`src/rtl/func7_bist_ctrl.sv`:
```
// Exhaustive 128-vector self-test sweeper for a 7-input combinational unit.
// Samples the unit output after SETTLE cycles and builds a ones count plus a CRC-16 signature.
module func7_bist_ctrl #(
  parameter int unsigned SETTLE      = 1,
  parameter logic [7:0]  EXPECT_ONES = 8'd79,
  parameter logic [15:0] EXPECT_SIG  = 16'h0000
) (
  input  logic        i_clk,
  input  logic        i_rst,
  input  logic        i_start,
  input  logic        i_abort,
  input  logic        i_dut_y,
  output logic [6:0]  o_vec,
  output logic        o_busy,
  output logic        o_done,
  output logic        o_pass,
  output logic [7:0]  o_ones_count,
  output logic [15:0] o_signature,
  output logic [1:0]  o_state
);

  // Handshake: i_start and i_abort are plain levels sampled on each rising edge.
  // i_start is honoured only in IDLE/DONE, i_abort only while busy (APPLY/SAMPLE).
  typedef enum logic [1:0] {
    ST_IDLE   = 2'd0,
    ST_APPLY  = 2'd1,
    ST_SAMPLE = 2'd2,
    ST_DONE   = 2'd3
  } state_t;

  localparam logic [3:0] SETTLE_LAST = 4'(SETTLE - 1);

  state_t      r_state, w_state;
  logic [6:0]  r_vec, w_vec;
  logic [3:0]  r_cnt, w_cnt;
  logic [7:0]  r_ones, w_ones;
  logic [15:0] r_sig, w_sig;
  logic        r_busy, w_busy;
  logic        r_done, w_done;
  logic        r_pass, w_pass;

  logic [7:0]  w_ones_inc;
  logic        w_fb;
  logic [15:0] w_sig_upd;

  assign w_ones_inc = r_ones + {7'd0, i_dut_y};
  assign w_fb       = r_sig[15] ^ i_dut_y;
  assign w_sig_upd  = {r_sig[14:0], 1'b0} ^ (w_fb ? 16'h1021 : 16'h0000);

  always_comb begin
    w_state = r_state;
    w_vec   = r_vec;
    w_cnt   = r_cnt;
    w_ones  = r_ones;
    w_sig   = r_sig;
    w_busy  = r_busy;
    w_done  = r_done;
    w_pass  = r_pass;
    case (r_state)
      ST_IDLE, ST_DONE: begin
        if (i_start) begin
          w_state = ST_APPLY;
          w_vec   = '0;
          w_cnt   = '0;
          w_ones  = '0;
          w_sig   = 16'hFFFF;
          w_busy  = 1'b1;
          w_done  = 1'b0;
          w_pass  = 1'b0;
        end
      end
      ST_APPLY: begin
        if (i_abort) begin
          w_state = ST_IDLE;
          w_vec   = '0;
          w_cnt   = '0;
          w_ones  = '0;
          w_sig   = 16'hFFFF;
          w_busy  = 1'b0;
          w_done  = 1'b0;
          w_pass  = 1'b0;
        end else if (r_cnt == SETTLE_LAST) begin
          w_state = ST_SAMPLE;
          w_cnt   = '0;
        end else begin
          w_cnt = r_cnt + 4'd1;
        end
      end
      ST_SAMPLE: begin
        if (i_abort) begin
          w_state = ST_IDLE;
          w_vec   = '0;
          w_cnt   = '0;
          w_ones  = '0;
          w_sig   = 16'hFFFF;
          w_busy  = 1'b0;
          w_done  = 1'b0;
          w_pass  = 1'b0;
        end else begin
          w_ones = w_ones_inc;
          w_sig  = w_sig_upd;
          // Last vector: hold vec at 127 and judge on the freshly updated accumulators.
          if (r_vec == 7'd127) begin
            w_state = ST_DONE;
            w_busy  = 1'b0;
            w_done  = 1'b1;
            w_pass  = (w_ones_inc == EXPECT_ONES) && (w_sig_upd == EXPECT_SIG);
          end else begin
            w_state = ST_APPLY;
            w_vec   = r_vec + 7'd1;
          end
        end
      end
      default: w_state = ST_IDLE;
    endcase
  end

  always_ff @(posedge i_clk or posedge i_rst) begin
    if (i_rst) begin
      r_state <= ST_IDLE;
      r_vec   <= '0;
      r_cnt   <= '0;
      r_ones  <= '0;
      r_sig   <= 16'hFFFF;
      r_busy  <= 1'b0;
      r_done  <= 1'b0;
      r_pass  <= 1'b0;
    end else begin
      r_state <= w_state;
      r_vec   <= w_vec;
      r_cnt   <= w_cnt;
      r_ones  <= w_ones;
      r_sig   <= w_sig;
      r_busy  <= w_busy;
      r_done  <= w_done;
      r_pass  <= w_pass;
    end
  end

  assign o_vec        = r_vec;
  assign o_busy       = r_busy;
  assign o_done       = r_done;
  assign o_pass       = r_pass;
  assign o_ones_count = r_ones;
  assign o_signature  = r_sig;
  assign o_state      = r_state;

endmodule

```
`config.mk`:
```
export PLATFORM = sky130hd
export DESIGN_NAME = func7_bist_ctrl
export DESIGN_NICKNAME = d
export VERILOG_FILES = /design/src/rtl/func7_bist_ctrl.sv
export SDC_FILE = /design/constraint.sdc
export NUM_CORES = 1
export LEC_CHECK = 0
export CORE_ASPECT_RATIO = 0.9
export CORE_MARGIN = 2
export CORE_UTILIZATION = 42
export CTS_BUF_LIST = sky130_fd_sc_hd__clkbuf_8
export CTS_CLUSTER_DIAMETER = 100
export DETAILED_ROUTE_END_ITERATION = 7
export MAX_ROUTING_LAYER = met4
export PLACE_DENSITY = 0.71
export RECOVER_POWER = 25
export SKIP_CTS_REPAIR_TIMING = 1
export SKIP_LAST_GASP = 1
export SLEW_MARGIN = 20
export SYNTH_ARGS = -nofsm -noshare
export SYNTH_HDL_FRONTEND = slang
export SYNTH_SLANG_ARGS = --single-unit
```
`constraint.sdc`:
```
create_clock -name i_clk -period 2.4 [get_ports i_clk]
set_input_delay 0.24 -clock i_clk [delete_from_list [all_inputs] [get_ports i_clk]]
set_output_delay 0.24 -clock i_clk [all_outputs]
set_load 0.005 [all_outputs]
```
==> impl_metrics.json, run 1 <==
{
  "avgViaCountPerCell": 5.37,
  "netlist_instances": 237,
  "cts_tree": "built",
  "max_stage_delay_ps": 570,
  "grt_usage_pct": 20.0,
  "design_area_mm2": 0.00271,
  "path_cells": "inv_1 -> ha_1 -> nor2b_4 -> or4_4 -> or4_1 -> o31ai_2",
  "io-pin-count": 41,
  "diodes": 0,
  "path_buf_inv": 1,
  "cts_made_buffers": 5,
  "power_mw": 2.40,
  "dr.pass1.iters": 4,
  "grt_max_degree": 41,
  "die_w_um": 79.1,
  "num_vias": 1869,
  "cpMaxStageDelayCell": "or4_1",
  "die_area_mm2": 0.00566,
  "synthSimpleGateAreaFrac_pct": 22.9,
  "dp_hpwl_um": 3510,
  "clock_skew_ps": 9.61,
  "ys_types": 42,
  "synth_edf_count": 0,
  "numClockSinks": 40,
  "holdCritPathClass": "reg -> reg",
  "ys_top_cells_by_count": "o21ai_0, nand2_1, nor2_1, dfrtp_1, dfstp_2",
  "drtIter0Drc": 104,
  "port_buffers": 40,
  "ys_seq_area_share_pct": 47.9,
  "fin_crit_sh_pct": 95.5,
  "crit_arrival_ps": 2500,
  "fin_crit_ps": 2290,
  "synthArstFlopShare_pct": 100,
  "tightest_slew_ps": 991,
  "cp-end-kind": "flip-flop",
  "initial_core_util_pct": 43.8,
  "drtAntennaViolNets": 0,
  "synth-xor-area-share_pct": 2.06,
  "hold_viol": 0,
  "fin_tns_setup_ps": 0,
  "placed_cells": 340,
  "clock_latency_ps": 300,
  "overflow": 0,
  "yosys_register_bits": 40,
  "drt_wl_total_um": 4940,
  "fmax_mhz": 436,
  "synth_top_cell_area_share_pct": 28.2,
  "syn_area_per_cell_um2": 8.99,
  "die_y_um": 71.6,
  "drcViolationCount": 0,
  "slew_viol_final": 0,
  "synthToLayoutAreaGrowth_pct": 27.3,
  "status": "finished, final reports clean",
  "wl_per_cell_um": 14.2,
  "setup_violations": 0,
  "grt_pass1_wl_um": 8640,
  "antenna_found_initial": 0,
  "maxCapViolCount": 0,
  "worstSetupStartpointType": "flip-flop",
  "cp.required_ps": 2610,
  "yosys.area.top_type": "dfrtp_1",
  "place_congestion": 0.839,
  "power_leakage_nw": 1.13,
  "yosysWarnings": 0,
  "muxShareOfSynthArea_pct": 0.529,
  "stdcell_count": 348,
  "powerDensity_mw_per_mm2": 885,
  "synthMostInstantiatedCell": "o21ai_0",
  "ys.flop_type": "dfrtp_1",
  "synth.net_count": 250,
  "postPlaceCellArea_mm2": 0.00263,
  "core_region_area_mm2": 0.00486,
  "clkTransAtPathRegs_ps": 90,
  "final_nets": 295,
  "synth_top_family_by_area": "simple AND/OR/NAND/NOR gates",
  "slew_headroom_pct": 34.0,
  "synth_compound_area_share_pct": 18.7,
  "critPathTopFamily": "simple AND/OR/NAND/NOR gates",
  "grt_pass1_vias": 1855,
  "synthAdderAreaFrac_pct": 4.70,
  "crit_type": "reg -> reg",
  "grt_setup_unrepaired": "no",
  "cp_max_fo": 7,
  "rows": 24,
  "synthTopCellsByArea": "dfrtp_1, dfstp_2, o21ai_0, nand2_1, nor2_1",
  "clockBufferDepth": 2,
  "cts-root-buf": "clkbuf_8",
  "drive_gt1_share_pct": 13.4,
  "irDropWorstVdd_mv": 0.551,
  "h-tree-depth": 2,
  "synth_area_mm2": 0.00213
}
power by group:
| group | internal [mW] | switching, mW | total, mW | leakage (nW) |
|---|---|---|---|---|
| sequential | 0.877 | 0.127 | 1.00 | 0.499 |
| clock | 0.200 | 0.249 | 0.449 | 0.0496 |
| combinational | 0.464 | 0.484 | 0.948 | 0.577 |
final timing paths:
check                                startpoint              end  slack, ps  cells after the start
worst max-delay path                 o_state[0]           o_pass        110                      6
worst min-delay path            o_signature[15]  o_signature[15]        500                      2
worst max register to register       o_state[0]           o_pass        110                      6
worst min register to register  o_signature[15]  o_signature[15]        500                      2
max in group asynchronous                 i_rst  o_ones_count[7]       1100                      3
min in group asynchronous                 i_rst           o_done        670                      3
flip-flops by register name (all words and copies together), names as in the netlist:
name          flops
r_cnt             4
o_vec             7
o_pass            1
o_done            1
o_ones_count      8
o_state           2
o_busy            1
o_signature      16
logic make-up after synthesis:
family                   count (synthesis)
AO/OA/AOI/OAI                           67
XOR/XNOR                                 5
adder cells (fa/ha/maj)                  8
buffers and inverters                   16
flip-flops                              40
multiplexers                             1
AND/OR/NAND/NOR                        100
layout make-up:
class | count | area, µm²
well taps | 65 | 81.3
inverters | 5 | 18.8
clock inverters | 3 | 15.0
multi-input cells | 181 | 1040
fillers | 464 | 2150
clock buffers | 5 | 68.8
flip-flops and latches | 40 | 1020
repair buffers | 49 | 465
routing by layer:
layer  track usage [%]  share of wire, %  up-vias
met5                 -                 0        -
met1              28.7                49      886
met4              3.83              0.18        0
met2              28.3                45       46
li1                  -                 -      935
met3              6.05               5.2        2
worst min-delay path, stage by stage, from the launching register on:
cell and delay [ps]:
dfstp_2 380, nand2_1 50, o21ai_0 70
metrics by stage:
stage / worst slack (ps) / hold slack (ps) / util, %
finish: 107 / 496 / 55.7
global route: 58.1 / 531 / 55.7
CTS: 111 / 373 / 55.8
detailed placement: 37.0 / 493 / 54.1
global placement: 116 / 478 / 54.1
floorplan: 242 / 446 / -
layout by cell type (no fill, tap or decap), types with 2 or more instances in the layout:
cell and instances:
clkdlybuf4s50_1 39, o21ai_0 33, nand2_1 30, nor2_1 29, dfrtp_1 24, dfstp_2 16
nand3_1 12, a21oi_1 10, ha_1 8, buf_4 8, inv_1 6, a31oi_1 5
nor4_1 5, o31ai_1 5, clkbuf_8 5, and3_1 4, xnor2_1 3, nand4_1 3
nor2b_1 2, xor2_1 2, o21a_1 2, nand2b_1 2, o22a_1 2, nor3_1 2
nor3b_1 2, a22o_1 2, or4_1 2
(Power assumes the default switching activity.)
==> inputs of run 2 (changes only) <==
--- a/config.mk
+++ b/config.mk
@@ -16,7 +16,6 @@
 export RECOVER_POWER = 25
 export SKIP_CTS_REPAIR_TIMING = 1
 export SKIP_LAST_GASP = 1
-export SLEW_MARGIN = 20
 export SYNTH_ARGS = -nofsm -noshare
 export SYNTH_HDL_FRONTEND = slang
 export SYNTH_SLANG_ARGS = --single-unit
==> results of run 2 <==
The final DEF is identical to that of run 1; final timing and power are the same.
==> inputs of run 3 (changes only) <==
--- a/config.mk
+++ b/config.mk
@@ -9,7 +9,7 @@
 export CORE_MARGIN = 2
 export CORE_UTILIZATION = 42
 export CTS_BUF_LIST = sky130_fd_sc_hd__clkbuf_8
-export CTS_CLUSTER_DIAMETER = 100
+export CTS_CLUSTER_DIAMETER = 30
 export DETAILED_ROUTE_END_ITERATION = 7
 export MAX_ROUTING_LAYER = met4
 export PLACE_DENSITY = 0.71
==> results of run 3 <==
The final DEF is identical to that of run 1; final timing and power are the same.
